### config.mk
export PLATFORM = sky130hd
export DESIGN_NAME = mult_div_unit
export DESIGN_NICKNAME = d
export VERILOG_FILES = /design/src/rtl/mdu_pkg.sv /design/src/rtl/mdu_addsub.sv /design/src/rtl/mult_div_unit.sv
export SDC_FILE = /design/constraint.sdc
export NUM_CORES = 1
export LEC_CHECK = 0
export ABC_AREA = 1
export CAP_MARGIN = 20
export CORE_UTILIZATION = 40
export DETAILED_ROUTE_END_ITERATION = 10
export GPL_TIMING_DRIVEN = 0
export SKIP_LAST_GASP = 1
export SYNTH_ARGS = -nofsm -noshare
export SYNTH_HDL_FRONTEND = slang
export SYNTH_SLANG_ARGS = --single-unit
### constraint.sdc
create_clock -name reloj -period 5.64 [get_ports reloj]
set_input_delay 1.128 -clock reloj [delete_from_list [all_inputs] [get_ports reloj]]
set_output_delay 1.128 -clock reloj [all_outputs]
set_load 0.1 [all_outputs]
### src/rtl/mdu_pkg.sv
// Shared definitions for the multiply/divide unit: opcodes, FSM states and
// the default operand width.
package mdu_pkg;

    localparam int BUS_W_DEF = 32;

    typedef enum logic [1:0] {
        OP_MULT  = 2'd0,
        OP_MULTU = 2'd1,
        OP_DIV   = 2'd2,
        OP_DIVU  = 2'd3
    } op_t;

    typedef enum logic [1:0] {
        ST_IDLE = 2'd0,
        ST_CALC = 2'd1,
        ST_FIX  = 2'd2,
        ST_DONE = 2'd3
    } state_t;

endpackage

### src/rtl/mdu_addsub.sv
// BUS_W+1-bit adder/subtractor shared by the shift-add multiply and the
// restoring divide. cout=1 on subtract means "no borrow" (a >= b).
module mdu_addsub
    import mdu_pkg::*;
#(
    parameter int BUS_W = BUS_W_DEF
) (
    input  logic [BUS_W:0] a,
    input  logic [BUS_W:0] b,
    input  logic           sub,
    output logic [BUS_W:0] y,
    output logic           cout
);

    logic [BUS_W+1:0] total;

    // a + b, or a + ~b + 1 for subtraction, with the carry kept
    always_comb begin
        total = {1'b0, a} + {1'b0, (sub ? ~b : b)} + {{(BUS_W + 1){1'b0}}, sub};
        y     = total[BUS_W:0];
        cout  = total[BUS_W + 1];
    end

endmodule

### src/rtl/mult_div_unit.sv
// Iterative signed/unsigned multiply and divide, one bit per cycle.
// Operands are reduced to magnitudes on start, processed unsigned in CALC,
// and the sign is restored in FIX before hi/lo are loaded.
//
// state | meaning
// IDLE  | waiting for start
// CALC  | BUS_W shift-add / shift-subtract iterations
// FIX   | sign correction, hi/lo loaded on exit
// DONE  | result valid for one cycle, start accepted here too
module mult_div_unit
    import mdu_pkg::*;
#(
    parameter int BUS_W = BUS_W_DEF,
    parameter int OP_W  = 2
) (
    input  logic             reloj,
    input  logic             reset,
    input  logic             start,
    input  logic [OP_W-1:0]  op,
    input  logic [BUS_W-1:0] rs_data,
    input  logic [BUS_W-1:0] rt_data,
    output logic             busy,
    output logic             done,
    output logic             div_zero,
    output logic [BUS_W-1:0] hi,
    output logic [BUS_W-1:0] lo
);

    localparam int AW = 2 * BUS_W + 1;
    localparam int PW = 2 * BUS_W;

    state_t           state;
    state_t           state_nxt;
    logic [AW-1:0]    acc;
    logic [BUS_W-1:0] opnd_q;
    logic [BUS_W-1:0] dividend_q;
    logic             is_div_q;
    logic             neg_q;
    logic             rem_neg_q;
    logic             dz_q;
    logic [5:0]       cnt;

    logic             start_ok;
    logic             in_div;
    logic             in_signed;
    logic             a_neg;
    logic             b_neg;
    logic [BUS_W-1:0] a_mag;
    logic [BUS_W-1:0] b_mag;

    logic [BUS_W:0]   as_a;
    logic [BUS_W:0]   as_b;
    logic [BUS_W:0]   as_y;
    logic             as_cout;

    logic [PW-1:0]    prod;
    logic [BUS_W-1:0] quo;
    logic [BUS_W-1:0] rem;
    logic [BUS_W-1:0] res_hi;
    logic [BUS_W-1:0] res_lo;

    // Start qualification, opcode decode and operand magnitudes
    always_comb begin
        start_ok  = start && ((state == ST_IDLE) || (state == ST_DONE));
        in_div    = (op == OP_W'(OP_DIV)) || (op == OP_W'(OP_DIVU));
        in_signed = (op == OP_W'(OP_MULT)) || (op == OP_W'(OP_DIV));
        a_neg     = in_signed && rs_data[BUS_W-1];
        b_neg     = in_signed && rt_data[BUS_W-1];
        a_mag     = a_neg ? (~rs_data + BUS_W'(1)) : rs_data;
        b_mag     = b_neg ? (~rt_data + BUS_W'(1)) : rt_data;
    end

    // Adder operands: divide subtracts the divisor from the shifted partial
    // remainder; multiply adds the multiplicand when the current bit is set.
    always_comb begin
        as_a = is_div_q ? acc[PW-1:BUS_W-1] : acc[AW-1:BUS_W];
        as_b = {1'b0, ((is_div_q || acc[0]) ? opnd_q : {BUS_W{1'b0}})};
    end

    mdu_addsub #(
        .BUS_W (BUS_W)
    ) u_addsub (
        .a    (as_a),
        .b    (as_b),
        .sub  (is_div_q),
        .y    (as_y),
        .cout (as_cout)
    );

    // Operand latch and iteration datapath
    always_ff @(posedge reloj or negedge reset) begin
        if (!reset) begin
            acc        <= '0;
            opnd_q     <= '0;
            dividend_q <= '0;
            is_div_q   <= 1'b0;
            neg_q      <= 1'b0;
            rem_neg_q  <= 1'b0;
            dz_q       <= 1'b0;
            cnt        <= '0;
        end else if (start_ok) begin
            is_div_q   <= in_div;
            neg_q      <= a_neg ^ b_neg;
            rem_neg_q  <= a_neg;
            dz_q       <= in_div && (rt_data == '0);
            dividend_q <= rs_data;
            opnd_q     <= in_div ? b_mag : a_mag;
            acc        <= {{(BUS_W + 1){1'b0}}, (in_div ? a_mag : b_mag)};
            cnt        <= '0;
        end else if (state == ST_CALC) begin
            cnt <= cnt + 6'd1;
            if (is_div_q) begin
                acc <= {(as_cout ? as_y : as_a), acc[BUS_W-2:0], as_cout};
            end else begin
                acc <= {as_cout, as_y, acc[BUS_W-1:1]};
            end
        end
    end

    // Sign restoration and divide-by-zero override
    always_comb begin
        prod   = acc[PW-1:0];
        quo    = acc[BUS_W-1:0];
        rem    = acc[PW-1:BUS_W];
        res_hi = '0;
        res_lo = '0;
        if (dz_q) begin
            res_hi = dividend_q;
            res_lo = '1;
        end else if (is_div_q) begin
            res_lo = neg_q ? (~quo + BUS_W'(1)) : quo;
            res_hi = rem_neg_q ? (~rem + BUS_W'(1)) : rem;
        end else begin
            {res_hi, res_lo} = neg_q ? (~prod + PW'(1)) : prod;
        end
    end

    // Result registers load on the edge into DONE and hold afterwards
    always_ff @(posedge reloj or negedge reset) begin
        if (!reset) begin
            hi <= '0;
            lo <= '0;
        end else if (state == ST_FIX) begin
            hi <= res_hi;
            lo <= res_lo;
        end
    end

    // FSM state register
    always_ff @(posedge reloj or negedge reset) begin
        if (!reset) begin
            state <= ST_IDLE;
        end else begin
            state <= state_nxt;
        end
    end

    // FSM next-state logic
    always_comb begin
        state_nxt = state;
        case (state)
            ST_IDLE, ST_DONE: state_nxt = start ? ST_CALC : ST_IDLE;
            ST_CALC:          state_nxt = (cnt == 6'(BUS_W - 1)) ? ST_FIX : ST_CALC;
            ST_FIX:           state_nxt = ST_DONE;
            default:          state_nxt = ST_IDLE;
        endcase
    end

    // FSM outputs, decoded from state only
    always_comb begin
        busy     = (state == ST_CALC) || (state == ST_FIX);
        done     = (state == ST_DONE);
        div_zero = (state == ST_DONE) && dz_q;
    end

endmodule
==> run summary <==
The total power after layout came out at 12700 uW. The endpoint required time on the critical path was 6080 ps. Buffers placed on the I/O ports in this run total 135. The tools report the type of element launching the critical path as a register. Setup repair after global routing left no endpoint under its margin. The count of nets left with antenna violations once routing finished came out at 0. The buffering stage count on the worst path with inverters included was 8. The tools report the number of buffers added for setup after CTS as 0.

Walking the worst path, the cells encountered are buf_6 > inv_4 > clkbuf_1 > clkbuf_1 > clkbuf_1 > o21ai_0 > inv_1 > ha_1 > nand2_1 > o21ai_0 > a21oi_1 > nand3_2 > nand2_2 > nand2_2 > buf_6 > nand2_2 > inv_1 > nand3_1 > nand3_1 > nand2_1. The via count normalized by instance count works out to 5.78. The number of warnings reported in the yosys synthesis log was 0; the initial antenna violation count was 0.

In this run, synthesis produced a sequential element count of 205. The setup skew after layout came out at 21.7 ps. The flow ran to the end, and the final reports show no timing, DRC or antenna violations.

The run gives 0 as the hold violation total from the final report. The floorplan step defined a core boundary enclosing 42200 sq um. Wire length of the first global-routing pass: 125 mm.

Measured against its own limit, the worst slew margin works out to 30.9%. The clock net in this run drives a total of 205 sinks. After clock tree synthesis, the repair step resized 0 gates. Counting flops with an async set or reset pin after synthesis yields a share of 100%.

The synthesized design contains 0 enable-type register cells. Dividing total power by cell area gives a power density of 629 nW/um^2. In the finished design, the share of the clock period the worst path needs comes to 91.0%. Routability-driven placement finished with a final weighted congestion of 1.04. The worst supply voltage drop on vdd was 0.260 mV; the post-layout utilization of the core was 47.7%. The number of hold buffers added after CTS was 0.

For the via count of the first global-routing pass, the log shows 19557. The run gives 0 as the number of antenna repair diodes. The number of different library cells used by synthesis comes to 52. Sequential fraction of the synthesis area: 29.8%. On the final layout, the worst hold slack is 475 ps. The die covers 43900 sq um. No sink is reached through more buffers than the 3 on the longest clock path. For the post-synthesis net count, the log shows 2920. Initial core utilization: 40.8%. For the maximum number of pins on one net before global-route repair, the log shows 82. Before CTS, the worst setup slack after placement is 825 ps. The run gives 6 as the first-pass iteration count of the detailed router. 136 I/O pins were placed.

The mean instance size in the synthesized netlist is 6.13 sq um, and the DRC marker count from the first detailed-route iteration is 2352. The peak fanout along the critical path is 10, and the number of buffers created by CTS is 26. TritonCTS built the clock tree.

Global routing finished with a remaining overflow of 0. The top cell types in the final layout, fill and taps aside, are sky130_fd_sc_hd__nand2_1, sky130_fd_sc_hd__inv_1, sky130_fd_sc_hd__o21ai_0. Post-synthesis instance area: 17200 sq um. The worst register-to-register path begins at is_div_q. For this run, the post-layout net count is 3086. The beginning of the critical path was is_div_q. Commonest non-fill, non-tap cell in the layout: sky130_fd_sc_hd__nand2_1. The largest single stage delay on the critical path is 700 ps.

The aggregate global-route resource usage was 38.5%; the arrival time of data at the critical path endpoint was 5580 ps. The setup check on the worst reg-to-reg path leaves a slack of 510 ps. In this run the critical register-to-register path is captured at acc[64]. The tool flagged a number of max-cap violations equal to 0.

At the pin with the least slew margin, the transition time is 1040 ps. Setup violations remaining at the end of the flow were counted as 0. Setup slack closes at 506 ps. The clock period could shrink to 5130 ps. The final route contains 20431 vias. Class of the worst hold path: register to register. The prevailing post-synth register cell was sky130_fd_sc_hd__dfrtp_1. The width of the die came out at 209 um. In this run the most critical hold path is launched from hi[30]. Clock tree synthesis selected as its root buffer the cell sky130_fd_sc_hd__clkbuf_16.

The final number of max-transition violations was 0; the post-synthesis instance total was 2811. The total wirelength of the detailed-routed design is 84.7 mm, and the highest clock rate is 0.195 GHz. The insertion delay of the later-clocked pin in the worst-skew pair is 570 ps, and the final-layout fill cell count is 4509. The instance count along the most critical hold path was 2. In the routed design, unresolved DRC markers number 0.

After floorplanning, the core was divided into 75 placement rows. Endpoint of the worst hold path: hi[30]. The post-route netlist has 3.74% of its cells at a drive strength greater than 1.

The routed length per placed instance works out to 24.0 um. The number of H-tree branching levels came out at 1. Type of the worst setup path: register to register.

Measured along the y axis, the die boundary spans 209 um. Category of cells accounting for the largest share of critical-path delay: buffers and inverters. STA classifies the critical path endpoint as a register. After legalization and detailed placement, the total HPWL measured 69.0 mm. From synthesis to final layout, the design area changed by 17.1%. Measured in cells, the most critical reg-to-reg path has a length of 20.

After clock tree synthesis, the clock-pin slew on the worst setup and hold paths is 60 ps. In this run the static leakage power is 0.00962 uW. On the critical path, the stage with the largest delay is an instance of sky130_fd_sc_hd__clkbuf_1.
## report_power, final
| group | switching (uW) | internal [uW] | leakage [uW] |
|---|---|---|---|
| Clock | 744 | 928 | 0.000415 |
| Sequential | 586 | 1930 | 0.00249 |
| Combinational | 6030 | 2460 | 0.00672 |
## metrics by stage
stage | TNS (ps) | area, sq um | instances
5_1_grt | 0 | 20200 | 3536
6_report | 0 | 20200 | 3536
2_1_floorplan | 0 | 17200 | 2811
3_5_place_dp | 0 | 19300 | 3488
4_1_cts | 0 | 20200 | 3536
3_3_place_gp | -1211790 | 19200 | 3485
## cells in the mapped netlist, drive strengths merged (2+ instances only)
cell type,count,share of area (%)
a21o,3,0.13
a21oi,158,4.6
a22oi,5,0.22
a31oi,16,0.58
and2,2,0.073
buf,24,0.76
clkbuf,98,2.1
dfrtp,205,30
ha,39,2.8
inv,333,7.3
nand2,855,19
nand3,217,6.4
nand3b,3,0.13
nand4,35,1.3
nor2,289,6.5
nor3,45,1.4
nor4,5,0.18
o211ai,18,0.78
o21a,4,0.17
o21ai,320,9.4
o21bai,10,0.46
o221ai,15,0.76
o22ai,8,0.29
o31ai,3,0.13
o32ai,5,0.25
or2,13,0.47
xnor2,7,0.36
xor2,67,3.4
## cell type report
cell class | instances | area [sq um] | area share [%]
flip-flops and latches | 205 | 5130 | 25.4
multi-input cells | 2150 | 10300 | 51.3
well taps | 539 | 674 | 3.34
clock buffers | 32 | 733 | 3.64
clock inverters | 16 | 113 | 0.559
repair buffers | 138 | 1420 | 7.06
inverters | 334 | 1260 | 6.23
plain buffers | 122 | 498 | 2.47
## layer usage
metal / part of all wire [%] / vias up / track usage (%) / wire length (um)
met1: 41 / 9641 / 50.9 / 34700
met3: 8.4 / 228 / 4.88 / 7120
met2: 44 / 1082 / 60.8 / 37500
met4: 6.3 / 0 / 22.1 / 5380
met5: 0 / - / 0 / 0
li1: - / 9480 / - / -
## how the worst max path moves through the flow
stage | to | cells past startpoint
5_1_grt | acc[64] | 20
3_5_place_dp | acc[64] | 20
4_1_cts | acc[64] | 20
2_1_floorplan | acc[52] | 21
3_3_place_gp | lo[15] | 1
6_report | acc[64] | 20
## registers in the layout, indices dropped and copies added (netlist names)
register,cells
rem_neg_q,1
cnt,6
dividend_q,32
acc,65
neg_q,1
hi,32
dz_q,1
state,2
is_div_q,1
lo,32
opnd_q,32
## worst register-to-register path: stages (launching register included)
cell	delay, ps
sky130_fd_sc_hd__dfrtp_1	370
sky130_fd_sc_hd__buf_6	160
sky130_fd_sc_hd__inv_4	140
sky130_fd_sc_hd__clkbuf_1	690
sky130_fd_sc_hd__clkbuf_1	700
sky130_fd_sc_hd__clkbuf_1	550
sky130_fd_sc_hd__o21ai_0	220
sky130_fd_sc_hd__inv_1	140
sky130_fd_sc_hd__ha_1	230
sky130_fd_sc_hd__nand2_1	130
sky130_fd_sc_hd__o21ai_0	340
sky130_fd_sc_hd__a21oi_1	150
sky130_fd_sc_hd__nand3_2	160
sky130_fd_sc_hd__nand2_2	60
sky130_fd_sc_hd__nand2_2	100
sky130_fd_sc_hd__buf_6	170
sky130_fd_sc_hd__nand2_2	140
sky130_fd_sc_hd__inv_1	300
sky130_fd_sc_hd__nand3_1	110
sky130_fd_sc_hd__nand3_1	90
sky130_fd_sc_hd__nand2_1	60
## cells by family after synthesis
kind of cell,Yosys count,share of synthesized area (%)
buf+inv,456,10.2
simple gates,1466,35.3
compound gates,570,18.0
xor+xnor,74,3.76
fa+ha+maj,40,2.95
flops,205,29.8
No activity file was read; power rests on OpenSTA's default activity.
